--- src/rtl/serial_pkg.sv ---
// rtl/serial_pkg.sv - shared serial-link package: FSM states, link codes, baud divisor
package serial_pkg;

  // Receiver FSM states. The ST_ prefix keeps them apart from the START link code.
  typedef enum logic [2:0] {
    ST_IDLE   = 3'd0,
    ST_START  = 3'd1,
    ST_DATA   = 3'd2,
    ST_PARITY = 3'd3,
    ST_STOP   = 3'd4,
    ST_BREAK  = 3'd5
  } rx_state_e;

  // Handshake codes exchanged by connect and the benches
  localparam logic [7:0] RDY       = 8'h90;
  localparam logic [7:0] RDY_ACK   = 8'h91;
  localparam logic [7:0] START     = 8'h92;
  localparam logic [7:0] START_ACK = 8'h93;

  // Clocks per oversample tick, truncating
  function automatic int unsigned calc_div(input int unsigned clk_hz,
                                           input int unsigned baud,
                                           input int unsigned os);
    return clk_hz / (baud * os);
  endfunction

endpackage

--- src/rtl/serial_baud_tick.sv ---
// rtl/serial_baud_tick.sv - oversample tick divider with synchronous restart
module serial_baud_tick #(
  parameter int unsigned DIV = 54
) (
  input  logic clk,
  input  logic reset,
  input  logic restart_i,
  output logic tick_o
);

  localparam int unsigned CW = (DIV > 1) ? $clog2(DIV) : 1;

  logic [CW-1:0] cnt_q, cnt_d;
  logic          tick_q, tick_d;

  // Next count: restart wins, otherwise wrap at DIV-1 and flag a tick
  always_comb begin
    cnt_d  = cnt_q + 1'b1;
    tick_d = 1'b0;
    if (restart_i) begin
      cnt_d = '0;
    end else if (cnt_q == CW'(DIV - 1)) begin
      cnt_d  = '0;
      tick_d = 1'b1;
    end
  end

  // Counter and registered tick pulse
  always_ff @(posedge clk or negedge reset) begin
    if (!reset) begin
      cnt_q  <= '0;
      tick_q <= 1'b0;
    end else begin
      cnt_q  <= cnt_d;
      tick_q <= tick_d;
    end
  end

  assign tick_o = tick_q;

endmodule

--- src/rtl/serial_rx.sv ---
// rtl/serial_rx.sv - oversampling UART receiver; SERIAL_RX_PARITY_EN adds even parity
module serial_rx
  import serial_pkg::*;
#(
  parameter int unsigned CLK_FREQ_HZ = 100_000_000,
  parameter int unsigned BAUD        = 115200,
  parameter int unsigned OVERSAMPLE  = 16
) (
  input  logic       clk,
  input  logic       reset,
  input  logic       rx,
  output logic [7:0] DataOut,
  output logic       DataRdy,
  output logic       FrameErr,
  output logic       ParityErr,
  output logic       Busy
);

  localparam int unsigned   DIV      = calc_div(CLK_FREQ_HZ, BAUD, OVERSAMPLE);
  localparam int unsigned   SW       = $clog2(OVERSAMPLE);
  localparam logic [SW-1:0] IDX_LO   = SW'(OVERSAMPLE / 2 - 1);
  localparam logic [SW-1:0] IDX_MID  = SW'(OVERSAMPLE / 2);
  localparam logic [SW-1:0] IDX_HI   = SW'(OVERSAMPLE / 2 + 1);
  localparam logic [SW-1:0] IDX_LAST = SW'(OVERSAMPLE - 1);

  rx_state_e     state_q;
  logic [1:0]    sync_q;
  logic          prev_q;
  logic [1:0]    settle_q;
  logic [SW-1:0] samp_q, samp_d;
  logic [2:0]    bit_q;
  logic [7:0]    shift_q, data_q;
  logic          s_lo_q, s_mid_q;
  logic          rdy_q, ferr_q, busy_q;
  logic          line, fall, start_det, tick, bit_val;
`ifdef SERIAL_RX_PARITY_EN
  logic          perr_q, par_bad_q;
`endif

  // Synchroniser plus history flop; settle_q hides the reset value of the
  // synchroniser so a line held low through reset is never taken as a start edge
  always_ff @(posedge clk or negedge reset) begin
    if (!reset) begin
      sync_q   <= 2'b11;
      prev_q   <= 1'b1;
      settle_q <= 2'd0;
    end else begin
      sync_q <= {sync_q[0], rx};
      prev_q <= sync_q[1];
      if (settle_q != 2'd3) settle_q <= settle_q + 2'd1;
    end
  end

  assign line      = sync_q[1];
  assign fall      = (settle_q == 2'd3) && prev_q && !line;
  assign start_det = (state_q == ST_IDLE) && fall;
  assign samp_d    = (samp_q == IDX_LAST) ? '0 : samp_q + 1'b1;
  assign bit_val   = (s_lo_q & s_mid_q) | (s_lo_q & line) | (s_mid_q & line);

  serial_baud_tick #(.DIV(DIV)) u_tick (
    .clk       (clk),
    .reset     (reset),
    .restart_i (start_det),
    .tick_o    (tick)
  );

  // Frame FSM: decisions at the third centred sample of each bit, registered strobes
  always_ff @(posedge clk or negedge reset) begin
    if (!reset) begin
      state_q <= ST_IDLE;
      samp_q  <= '0;
      bit_q   <= 3'd0;
      shift_q <= 8'h00;
      data_q  <= 8'h00;
      s_lo_q  <= 1'b0;
      s_mid_q <= 1'b0;
      rdy_q   <= 1'b0;
      ferr_q  <= 1'b0;
      busy_q  <= 1'b0;
`ifdef SERIAL_RX_PARITY_EN
      perr_q    <= 1'b0;
      par_bad_q <= 1'b0;
`endif
    end else begin
      rdy_q  <= 1'b0;
      ferr_q <= 1'b0;
`ifdef SERIAL_RX_PARITY_EN
      perr_q <= 1'b0;
`endif
      case (state_q)
        ST_IDLE: begin
          if (start_det) begin
            state_q <= ST_START;
            busy_q  <= 1'b1;
            samp_q  <= '0;
            bit_q   <= 3'd0;
          end
        end
        ST_BREAK: begin
          if (line) state_q <= ST_IDLE;
        end
        default: begin
          if (tick) begin
            samp_q <= samp_d;
            if (samp_d == IDX_LO)  s_lo_q  <= line;
            if (samp_d == IDX_MID) s_mid_q <= line;
            if (samp_d == IDX_HI) begin
              case (state_q)
                ST_START: begin
                  if (bit_val) begin
                    state_q <= ST_IDLE;
                    busy_q  <= 1'b0;
                  end else begin
                    state_q <= ST_DATA;
                  end
                end
                ST_DATA: begin
                  shift_q <= {bit_val, shift_q[7:1]};
                  bit_q   <= bit_q + 3'd1;
                  if (bit_q == 3'd7) begin
`ifdef SERIAL_RX_PARITY_EN
                    state_q <= ST_PARITY;
`else
                    state_q <= ST_STOP;
`endif
                  end
                end
`ifdef SERIAL_RX_PARITY_EN
                ST_PARITY: begin
                  par_bad_q <= bit_val ^ (^shift_q);
                  state_q   <= ST_STOP;
                end
`endif
                ST_STOP: begin
                  busy_q  <= 1'b0;
                  state_q <= bit_val ? ST_IDLE : ST_BREAK;
`ifdef SERIAL_RX_PARITY_EN
                  if (par_bad_q) begin
                    perr_q <= 1'b1;
                  end else
`endif
                  if (!bit_val) begin
                    ferr_q <= 1'b1;
                  end else begin
                    data_q <= shift_q;
                    rdy_q  <= 1'b1;
                  end
                end
                default: ;
              endcase
            end
          end
        end
      endcase
    end
  end

  assign DataOut  = data_q;
  assign DataRdy  = rdy_q;
  assign FrameErr = ferr_q;
  assign Busy     = busy_q;
`ifdef SERIAL_RX_PARITY_EN
  assign ParityErr = perr_q;
`else
  assign ParityErr = 1'b0;
`endif

endmodule

--- config.mk ---
export PLATFORM = sky130hd
export DESIGN_NAME = serial_rx
export DESIGN_NICKNAME = d
export VERILOG_FILES = /design/src/rtl/serial_pkg.sv /design/src/rtl/serial_baud_tick.sv /design/src/rtl/serial_rx.sv
export SDC_FILE = /design/constraint.sdc
export NUM_CORES = 1
export LEC_CHECK = 0
export CORE_MARGIN = 4
export CORE_UTILIZATION = 58
export CTS_CLUSTER_SIZE = 24
export DETAILED_ROUTE_END_ITERATION = 8
export PLACE_DENSITY = 0.78
export SLEW_MARGIN = 0
export SYNTH_ARGS = -nofsm -noshare
export SYNTH_HDL_FRONTEND = slang
export SYNTH_SLANG_ARGS = --single-unit
--- constraint.sdc ---
create_clock -name clk -period 2.9 [get_ports clk]
set_input_delay 0.87 -clock clk [delete_from_list [all_inputs] [get_ports clk]]
set_output_delay 0.87 -clock clk [all_outputs]
set_load 0.01 [all_outputs]
==> impl_metrics.sql, run 1 <==
INSERT INTO impl_metrics (metric_group, metric, value, unit) VALUES
('floorplan', 'core_region_area', '3660', 'µm²'),
('critical_path', 'crit_path_start_kind', 'flip-flop', ''),
('clock_tree', 'clk_transition_reported_paths', '0.09', 'ns'),
('place', 'gpl.final_weighted_congestion', '0.892', ''),
('finish', 'antenna-diode-count', '0', ''),
('pwr', 'cellLeakagePower', '1.13', 'nW'),
('timing', 'final-setup-viol-count', '0', ''),
('drt', 'drt_wl_total', '4190', 'µm'),
('timing', 'finalHoldViolCount', '0', ''),
('yosys', 'postSynth.asyncResetShare', '1.00', ''),
('timing', 'post-route-period-util', '0.809', ''),
('pwr', 'max-vdd-ir-drop', '0.454', 'mV'),
('finish', 'regArea', '1080', 'µm²'),
('yosys', 'warnings_synthesis', '0', ''),
('yosys', 'synth-edff-count', '0', ''),
('clock_tree', 'htree_num_levels', '2', ''),
('min_path', 'hold_end', 'sync_q[1]$_DFF_PN1_', ''),
('yosys', 'post-synth-top-area-fraction', '0.455', ''),
('yosys', 'post_synth_num_cell_types', '55', ''),
('finish', 'fillers', '281', ''),
('clock_tree', 'cts-root-to-sink-buffers', '2', ''),
('critical_path', 'cp.required', '3.07', 'ns'),
('clock_tree', 'post_cts_setup_buffer_count', '0', ''),
('floorplan', 'io_pins', '15', ''),
('timing', 'worst_slew_pin_slew', '0.914', 'ns'),
('finish', 'commonest_cells_after_routing_fill_and_taps_aside', 'sky130_fd_sc_hd__dfrtp_1, sky130_fd_sc_hd__mux2_2, sky130_fd_sc_hd__nor2_1, sky130_fd_sc_hd__clkdlybuf4s50_1, sky130_fd_sc_hd__ha_1', ''),
('global_routing', 'grt.overflow.total', '0', ''),
('global_routing', 'grt_first_pass_wirelength', '7400', 'µm'),
('global_routing', 'first_global_vias', '1544', ''),
('min_path', 'hold_path_class', 'reg -> reg', ''),
('clock_tree', 'cts.sink_count', '43', ''),
('drt', 'drtAntennaViolNets', '0', ''),
('clock_tree', 'clock_tree.root_cell', 'sky130_fd_sc_hd__clkbuf_8', ''),
('place', 'placed_instances', '246', ''),
('yosys', 'synth_fp_nets', '205', ''),
('floorplan', 'floorplan.rows', '22', ''),
('timing', 'setup_repair_after_global_routing_missed_its_margin', 'false', ''),
('timing', 'period_needed', '2.35', 'ns'),
('timing', 'totalNegativeSetupSlack', '0', 'ns'),
('global_routing', 'grt_antenna_before_repair', '0', ''),
('clock_tree', 'skew_pair_late_insertion_delay', '0.29', 'ns'),
('critical_path', 'regToRegEndpoint', 'DataOut[0]$_DFFE_PN0P_', ''),
('finish', 'postLayoutCoreUtil', '0.671', ''),
('min_path', 'min-delay-start', 'sync_q[0]$_DFF_PN1_', ''),
('critical_path', 'critical_path.endpoint_type', 'flip-flop', ''),
('drt', 'drt_first_iter_violations', '65', ''),
('yosys', 'synth.cell_area', '2200', 'µm²'),
('min_path', 'timing.hold.worst_path_depth', '0', ''),
('finish', 'multi_input_area', '1060', 'µm²'),
('finish', 'layout.cells.most_common', 'sky130_fd_sc_hd__dfrtp_1', ''),
('global_routing', 'grt_max_degree', '44', ''),
('drt', 'detail_route.wl_per_cell', '16.5', 'µm'),
('clock_tree', 'cts_inserted_buffers', '5', ''),
('floorplan', 'die_y', '69.6', 'µm'),
('run_status', 'outcome', 'complete, no violations', ''),
('pwr', 'cellPowerDensity', '550', 'nW/µm²'),
('job', 'timing.max_cap.violations', '0', ''),
('finish', 'post_layout_nonfiller_instances', '254', ''),
('timing', 'drv_slew', '0', ''),
('drt', 'drt_pass1_iterations', '4', ''),
('drt', 'drc', '0', ''),
('yosys', 'synth_sequential_area_ratio', '0.491', ''),
('critical_path', 'cp.arrival', '2.52', 'ns'),
('finish', 'layout-area-overhead-vs-synth', '11.7', '%'),
('timing', 'worst_clock_skew', '0.00915', 'ns'),
('drt', 'detailed_route_via_count', '1531', ''),
('place', 'hpwlAfterDp', '2970', 'µm'),
('critical_path', 'worstSetupPathType', 'reg -> reg', ''),
('clock_tree', 'cts_hold_buffers', '0', ''),
('yosys', 'yosys.area.top_type', 'sky130_fd_sc_hd__dfrtp_1', ''),
('place', 'place.port_buffers', '13', '');
-- layout make-up --
cell class / instances / area share
Multi-Input combinational cell: 136 / 0.430
Inverter: 6 / 0.00916
Sequential cell: 43 / 0.439
Clock buffer: 5 / 0.0280
Timing Repair Buffer: 13 / 0.0509
Clock inverter: 3 / 0.0178
Tap cell: 48 / 0.0244
-- power breakdown --
part           internal (mW)  switching, mW  leakage (nW)  total (mW)
clock network          0.256          0.203        0.0581       0.459
registers              0.656         0.0605         0.558       0.717
logic                 0.0821         0.0935         0.516       0.176
total                  0.995          0.357          1.13        1.35
-- cell families after synthesis --
group | after synthesis | share of synthesized area
buf+inv | 14 | 0.0290
compound gates | 35 | 0.127
mux | 20 | 0.102
simple gates | 65 | 0.175
flops | 43 | 0.491
xor+xnor | 5 | 0.0199
other cells | 1 | 0.00170
fa+ha+maj | 10 | 0.0557
-- metrics by stage --
stage	area, µm²	worst slack [ns]	hold WS (ns)	power, mW
3_3_place_gp	2340	0.665	0.347	0.882
2_1_floorplan	2200	0.778	0.345	0.846
6_report	2460	0.554	0.363	1.35
4_1_cts	2460	0.532	0.362	1.37
3_5_place_dp	2340	0.560	0.349	0.907
5_1_grt	2460	0.401	0.372	1.43
-- synth_stat cells (all sizes together), types with 2 or more instances --
master and n:
dfrtp 40, buf 3, nor4 5, nor3 4
dfstp 3, mux2 19, nor2b 6, ha 9
o21ai 4, nand4 5, a311o 3, nand3b 2
nand2 7, xor2 2, nand3 5, o22ai 2
nand2b 2, clkbuf 5, a22o 6, a21oi 4
and2 4, xnor2 3, nor2 17, o211ai 3
and3b 2, a21o 2, inv 5
-- registers in the layout, summed over array words and instances, names as in the netlist --
signal         count
u_tick.cnt_q       6
DataRdy            1
DataOut            8
bit_q              3
s_lo_q             1
settle_q           2
Busy               1
s_mid_q            1
sync_q             2
FrameErr           1
prev_q             1
u_tick.tick_o      1
state_q            3
shift_q            8
samp_q             4
-- worst max path at each step --
| stage | startpoint | to | cells past startpoint |
|---|---|---|---|
| finish | samp_q[0]$_DFFE_PN0P_ | DataOut[0]$_DFFE_PN0P_ | 5 |
| global route | samp_q[0]$_DFFE_PN0P_ | DataOut[0]$_DFFE_PN0P_ | 5 |
| CTS | samp_q[0]$_DFFE_PN0P_ | DataOut[0]$_DFFE_PN0P_ | 5 |
| detailed placement | samp_q[0]$_DFFE_PN0P_ | DataOut[7]$_DFFE_PN0P_ | 5 |
| global placement | samp_q[0]$_DFFE_PN0P_ | DataOut[7]$_DFFE_PN0P_ | 5 |
| floorplan | samp_q[0]$_DFFE_PN0P_ | DataOut[0]$_DFFE_PN0P_ | 6 |
-- layer usage --
metal / track usage / vias up / share of wire
li1: - / 727 / -
met1: 0.252 / 756 / 0.45
met2: 0.300 / 40 / 0.49
met3: 0.0464 / 8 / 0.046
met4: 0.0694 / 0 / 0.015
met5: 0 / - / 0
-- worst max-delay path, cell delays in order, from the launching register on --
cell and delay [ns]:
sky130_fd_sc_hd__dfrtp_1 0.48, sky130_fd_sc_hd__ha_1 0.34, sky130_fd_sc_hd__and4bb_2 0.40, sky130_fd_sc_hd__a21oi_4 0.08
sky130_fd_sc_hd__nor4_4 0.52, sky130_fd_sc_hd__mux2_2 0.40
Note: power is estimated with default switching activity, not from simulation.
==> inputs of run 2 (changes only) <==
--- a/config.mk
+++ b/config.mk
@@ -6,10 +6,10 @@
 export NUM_CORES = 1
 export LEC_CHECK = 0
 export CORE_MARGIN = 4
-export CORE_UTILIZATION = 58
+export CORE_UTILIZATION = 52
 export CTS_CLUSTER_SIZE = 24
 export DETAILED_ROUTE_END_ITERATION = 8
-export PLACE_DENSITY = 0.78
+export PLACE_DENSITY = 0.74
 export SLEW_MARGIN = 0
 export SYNTH_ARGS = -nofsm -noshare
 export SYNTH_HDL_FRONTEND = slang
==> constraint.sdc (replaced) <==
create_clock -name clk -period 1.9 [get_ports clk]
set_input_delay 0.57 -clock clk [delete_from_list [all_inputs] [get_ports clk]]
set_output_delay 0.57 -clock clk [all_outputs]
set_load 0.01 [all_outputs]
==> impl_metrics.sql, run 2 (synthesis results as in run 1) <==
INSERT INTO impl_metrics (metric_group, metric, value, unit) VALUES
('pwr', 'max-vdd-ir-drop', '0.553', 'mV'),
('critical_path', 'cp.arrival', '1.99', 'ns'),
('pwr', 'cellLeakagePower', '1.19', 'nW'),
('floorplan', 'io_pins', '15', ''),
('pwr', 'power.share.combinational', '0.144', ''),
('clock_tree', 'cts-root-to-sink-buffers', '2', ''),
('pwr', 'power.share.sequential', '0.517', ''),
('clock_tree', 'clock_tree.root_cell', 'sky130_fd_sc_hd__clkbuf_8', ''),
('timing', 'drv_slew', '0', ''),
('drt', 'drt_wl_total', '4660', 'µm'),
('drt', 'drt_via_density', '5.94', ''),
('critical_path', 'cp.required', '2.09', 'ns'),
('critical_path', 'cpMaxStageDelayCell', 'sky130_fd_sc_hd__dfrtp_1', ''),
('critical_path', 'worst-path-max-fanout', '9', ''),
('critical_path', 'critical_path.endpoint_type', 'flip-flop', ''),
('finish', 'layout.cells.most_common', 'sky130_fd_sc_hd__dfrtp_1', ''),
('global_routing', 'grt_antenna_before_repair', '0', ''),
('finish', 'layout-area-overhead-vs-synth', '19.4', '%'),
('timing', 'timing.slew.headroom', '0.646', ''),
('clock_tree', 'htree_num_levels', '2', ''),
('pwr', 'total_switching_power', '0.573', 'mW'),
('place', 'placed_instances', '265', ''),
('global_routing', 'grt_max_degree', '44', ''),
('finish', 'postLayoutCoreUtil', '0.648', ''),
('timing', 'worst_slew_pin_slew', '0.531', 'ns'),
('job', 'timing.max_cap.violations', '0', ''),
('timing', 'fmaxAchievable', '553', 'MHz'),
('pwr', 'cellPowerDensity', '802', 'nW/µm²'),
('timing', 'finalHoldViolCount', '0', ''),
('timing', 'post-route-period-util', '0.951', ''),
('timing', 'totalNegativeSetupSlack', '0', 'ns'),
('floorplan', 'core_region_area', '4060', 'µm²'),
('finish', 'post_layout_nonfiller_instances', '273', ''),
('critical_path', 'crit_path_start_kind', 'flip-flop', ''),
('timing', 'final-setup-viol-count', '0', ''),
('critical_path', 'path_cells', 'ha_2, and4bb_4, a21oi_4, nor4_4, buf_6, mux2_2', ''),
('clock_tree', 'clk_transition_reported_paths', '0.08', 'ns'),
('drt', 'detailed_route_via_count', '1622', ''),
('critical_path', 'worstSetupPathType', 'reg -> reg', ''),
('place', 'gpl.final_weighted_congestion', '0.993', ''),
('timing', 'period_needed', '1.81', 'ns'),
('floorplan', 'die_y', '73.1', 'µm'),
('global_routing', 'grt_first_pass_wirelength', '8220', 'µm'),
('pwr', 'clockPowerShare', '0.339', ''),
('place', 'hpwlAfterDp', '3280', 'µm'),
('finish', 'final_cell_area', '2630', 'µm²'),
('min_path', 'hold_path_class', 'in -> async', ''),
('pwr', 'total_power', '2.11', 'mW'),
('floorplan', 'die_w', '73.1', 'µm'),
('global_routing', 'first_global_vias', '1710', ''),
('critical_path', 'crit_family', 'simple AND/OR/NAND/NOR gates', ''),
('finish', 'drive_gt1_frac', '0.278', ''),
('global_routing', 'grt.overflow.total', '0', ''),
('clock_tree', 'skew_pair_late_insertion_delay', '0.29', 'ns'),
('drt', 'drc', '0', ''),
('finish', 'antenna-diode-count', '0', ''),
('timing', 'worst_clock_skew', '0.00392', 'ns'),
('place', 'place.port_buffers', '13', ''),
('drt', 'detail_route.wl_per_cell', '17.1', 'µm'),
('global_routing', 'grt_util_all_layers', '0.200', ''),
('critical_path', 'critPathBufInv', '1', ''),
('drt', 'drtAntennaViolNets', '0', ''),
('place', 'post_dp_cell_area', '2490', 'µm²'),
('drt', 'drt_first_iter_violations', '63', ''),
('floorplan', 'initial_utilization', '0.542', ''),
('finish', 'commonest_cells_after_routing_fill_and_taps_aside', 'sky130_fd_sc_hd__dfrtp_1, sky130_fd_sc_hd__mux2_2, sky130_fd_sc_hd__nor2_1, sky130_fd_sc_hd__buf_4, sky130_fd_sc_hd__clkdlybuf4s50_1', ''),
('finish', 'nNetsFinal', '234', ''),
('floorplan', 'floorplan.rows', '23', ''),
('clock_tree', 'cts_inserted_buffers', '5', ''),
('pwr', 'cell_internal_pwr', '1.54', 'mW'),
('critical_path', 'cpPeakStageDelay', '0.43', 'ns'),
('clock_tree', 'cts_hold_buffers', '0', ''),
('floorplan', 'die-area', '5340', 'µm²'),
('drt', 'drt_pass1_iterations', '6', ''),
('clock_tree', 'cts_tree', 'built', ''),
('run_status', 'outcome', 'complete, no violations', ''),
('pwr', 'switching_share', '0.272', ''),
('clock_tree', 'cts.sink_count', '43', '');
## run 2: path summary, 6_finish.rpt
check / from / to / slack [ns] / depth (start not counted)
min in group clk: sync_q[0]$_DFF_PN1_ / sync_q[1]$_DFF_PN1_ / 0.36 / 0
setup reg to reg: samp_q[1]$_DFFE_PN0P_ / DataOut[2]$_DFFE_PN0P_ / 0.09 / 6
max in group asynchronous: reset / u_tick.tick_o$_DFF_PN0_ / 1.18 / 2
hold / removal: reset / FrameErr$_DFF_PN0_ / 0.32 / 2
setup / recovery: samp_q[1]$_DFFE_PN0P_ / DataOut[2]$_DFFE_PN0P_ / 0.09 / 6
hold reg to reg: sync_q[0]$_DFF_PN1_ / sync_q[1]$_DFF_PN1_ / 0.36 / 0
## run 2: what timing repair did
action / CTS / global route
setup endpoints to repair: 0 / 24
setup buffers: 0 / 0
resized for setup: 0 / 7
## run 2: through the flow
stage	hold slack (ns)	setup WS [ns]
4_1_cts	0.354	0.00582
6_report	0.325	0.0922
5_1_grt	0.359	-0.0130
2_1_floorplan	0.274	-0.132
3_5_place_dp	0.353	0.0247
3_3_place_gp	0.346	0.0828
## run 2: area by class of cell
class                   count  area (µm²)
flip-flops and latches     43        1080
repair buffers             30         256
multi-input cells         136        1090
well taps                  50        62.6
clock inverters             3        43.8
fillers                   299        1430
inverters                   6        26.3
clock buffers               5        68.8
## run 2: power groups by stage
| stage | Sequential (mW) | Clock (mW) | Combinational [mW] |
|---|---|---|---|
| floorplan | 1.09 | 0 | 0.203 |
| global placement | 1.09 | 0 | 0.285 |
| detailed placement | 1.10 | 0 | 0.310 |
| CTS | 1.09 | 0.724 | 0.307 |
| global route | 1.10 | 0.774 | 0.356 |
| finish | 1.09 | 0.714 | 0.304 |
## run 2: per-layer routing
layer  share of wire  vias to the layer above  GRT usage
li1                -                      759          -
met1            0.44                      809      0.253
met2            0.50                       46      0.319
met3           0.054                        8     0.0647
met4           0.010                        0     0.0738
met5               0                        -          0
==> inputs of run 3 (changes only) <==
--- a/config.mk
+++ b/config.mk
@@ -9,7 +9,7 @@
 export CORE_UTILIZATION = 52
 export CTS_CLUSTER_SIZE = 24
 export DETAILED_ROUTE_END_ITERATION = 8
-export PLACE_DENSITY = 0.74
+export PLACE_DENSITY = 0.79
 export SLEW_MARGIN = 0
 export SYNTH_ARGS = -nofsm -noshare
 export SYNTH_HDL_FRONTEND = slang
==> impl_metrics.sql, run 3 (synthesis results as in run 1) <==
INSERT INTO impl_metrics (metric_group, metric, value, unit) VALUES
('run_status', 'outcome', 'complete, no violations', ''),
('global_routing', 'grt_antenna_before_repair', '0', ''),
('pwr', 'total_power', '2.14', 'mW'),
('place', 'post_dp_cell_area', '2530', 'µm²'),
('critical_path', 'cp.required', '2.09', 'ns'),
('global_routing', 'grt_max_degree', '27', ''),
('critical_path', 'worst-path-max-fanout', '8', ''),
('timing', 'worst_clock_skew', '0.00520', 'ns'),
('drt', 'detail_route.wl_per_cell', '15.6', 'µm'),
('clock_tree', 'htree_num_levels', '2', ''),
('finish', 'antenna-diode-count', '0', ''),
('drt', 'detailed_route_via_count', '1634', ''),
('timing', 'setup_repair_after_global_routing_missed_its_margin', 'false', ''),
('critical_path', 'regToRegEndpoint', 'shift_q[3]$_DFFE_PN0P_', ''),
('place', 'place.port_buffers', '13', ''),
('finish', 'fillers', '307', ''),
('timing', 'final-setup-viol-count', '0', ''),
('finish', 'multi_input_area', '1090', 'µm²'),
('drt', 'drt_pass1_iterations', '5', ''),
('global_routing', 'grt_util_all_layers', '0.183', ''),
('critical_path', 'worst-r2r-setup-slack', '0.07', 'ns'),
('clock_tree', 'cts-root-to-sink-buffers', '2', ''),
('critical_path', 'cp.arrival', '2.01', 'ns'),
('timing', 'drv_slew', '0', ''),
('clock_tree', 'cts_tree', 'built', ''),
('clock_tree', 'clock_tree.root_cell', 'sky130_fd_sc_hd__clkbuf_8', ''),
('timing', 'period_needed', '1.83', 'ns'),
('clock_tree', 'skew_pair_late_insertion_delay', '0.30', 'ns'),
('finish', 'layout.cells.most_common', 'sky130_fd_sc_hd__dfrtp_1', ''),
('place', 'gpl.final_weighted_congestion', '1.00', ''),
('drt', 'drt_first_iter_violations', '75', ''),
('timing', 'fmaxAchievable', '547', 'MHz'),
('global_routing', 'grt_first_pass_wirelength', '7510', 'µm'),
('critical_path', 'worstSetupPathType', 'reg -> reg', ''),
('critical_path', 'worst_reg_to_reg_path_cell_count', '6', ''),
('pwr', 'cellLeakagePower', '1.23', 'nW'),
('drt', 'drtAntennaViolNets', '0', ''),
('finish', 'commonest_cells_after_routing_fill_and_taps_aside', 'sky130_fd_sc_hd__dfrtp_1, sky130_fd_sc_hd__buf_4, sky130_fd_sc_hd__nor2_1, sky130_fd_sc_hd__mux2_2, sky130_fd_sc_hd__clkdlybuf4s50_1', ''),
('global_routing', 'grt.overflow.total', '0', ''),
('finish', 'layout-area-overhead-vs-synth', '21.8', '%'),
('floorplan', 'floorplan.rows', '23', ''),
('finish', 'final_cell_area', '2680', 'µm²'),
('floorplan', 'die_y', '73.1', 'µm'),
('clock_tree', 'cts.sink_count', '43', ''),
('clock_tree', 'cts_hold_buffers', '0', ''),
('drt', 'drt_via_density', '5.88', ''),
('place', 'hpwlAfterDp', '3050', 'µm'),
('floorplan', 'initial_utilization', '0.542', ''),
('pwr', 'cellPowerDensity', '800', 'nW/µm²'),
('drt', 'drc', '0', ''),
('pwr', 'max-vdd-ir-drop', '0.657', 'mV'),
('timing', 'post-route-period-util', '0.961', ''),
('clock_tree', 'clk_transition_reported_paths', '0.09', 'ns'),
('job', 'timing.max_cap.violations', '0', ''),
('timing', 'finalHoldViolCount', '0', ''),
('critical_path', 'reg2reg_from', 'samp_q[0]$_DFFE_PN0P_', ''),
('finish', 'drive_gt1_frac', '0.285', ''),
('min_path', 'hold_path_class', 'in -> async', ''),
('floorplan', 'core_region_area', '4060', 'µm²'),
('critical_path', 'crit_path_start_kind', 'flip-flop', ''),
('floorplan', 'die_w', '73.1', 'µm'),
('finish', 'nNetsFinal', '239', ''),
('global_routing', 'first_global_vias', '1599', ''),
('floorplan', 'die-area', '5340', 'µm²'),
('floorplan', 'io_pins', '15', ''),
('finish', 'regArea', '1080', 'µm²'),
('clock_tree', 'cts_inserted_buffers', '5', ''),
('drt', 'drt_wl_total', '4350', 'µm'),
('critical_path', 'critical_path.endpoint_type', 'flip-flop', '');
-- run 3: stage by stage --
step	util	instances	TNS (ns)	hold WS (ns)	setup WS, ns
after CTS	0.654	277	0	0.216	0.0634
after detailed placement	0.624	269	0	0.349	0.0783
after global placement	0.624	269	0	0.347	0.111
final	0.661	278	0	0.199	0.0732
after floorplan	-	193	-1.01	0.274	-0.132
after global routing	0.661	278	0	0.227	0.00179
-- run 3: layout make-up --
type / count / area share
clock inverter: 2 / 0.0145
timing repair buffer: 35 / 0.113
inverter: 6 / 0.00840
multi-input combinational: 136 / 0.407
sequential: 43 / 0.403
clock buffer: 6 / 0.0308
tap: 50 / 0.0233
-- run 3: timing repair --
item	4_1_cts	5_1_grt
gates resized for setup	0	6
setup endpoints to repair	0	19
setup buffers	0	1
-- run 3: per-layer routing --
metal	vias up	wire length, µm	global-route usage
li1	774	-	-
met1	809	1990	0.252
met2	39	2060	0.281
met3	12	201	0.0413
met4	0	100	0.0676
met5	-	0	0
-- run 3: worst max path at each step --
stage	startpoint	endpoint
3_5_place_dp	samp_q[0]$_DFFE_PN0P_	shift_q[3]$_DFFE_PN0P_
2_1_floorplan	samp_q[0]$_DFFE_PN0P_	DataOut[0]$_DFFE_PN0P_
4_1_cts	samp_q[1]$_DFFE_PN0P_	DataOut[3]$_DFFE_PN0P_
5_1_grt	samp_q[1]$_DFFE_PN0P_	shift_q[7]$_DFFE_PN0P_
6_report	samp_q[0]$_DFFE_PN0P_	shift_q[3]$_DFFE_PN0P_
3_3_place_gp	samp_q[1]$_DFFE_PN0P_	DataOut[3]$_DFFE_PN0P_
-- run 3: worst max-delay path: stages (launching register included) --
cell                      delay (ns)
sky130_fd_sc_hd__dfrtp_1        0.39
sky130_fd_sc_hd__inv_1          0.08
sky130_fd_sc_hd__ha_1           0.21
sky130_fd_sc_hd__and2_2         0.23
sky130_fd_sc_hd__a21o_2         0.28
sky130_fd_sc_hd__nand4_4        0.17
sky130_fd_sc_hd__mux2_2         0.35
-- run 3: report_power, final --
group	switching, mW	internal [mW]
logic	0.165	0.147
registers	0.0738	1.00
clock network	0.325	0.432
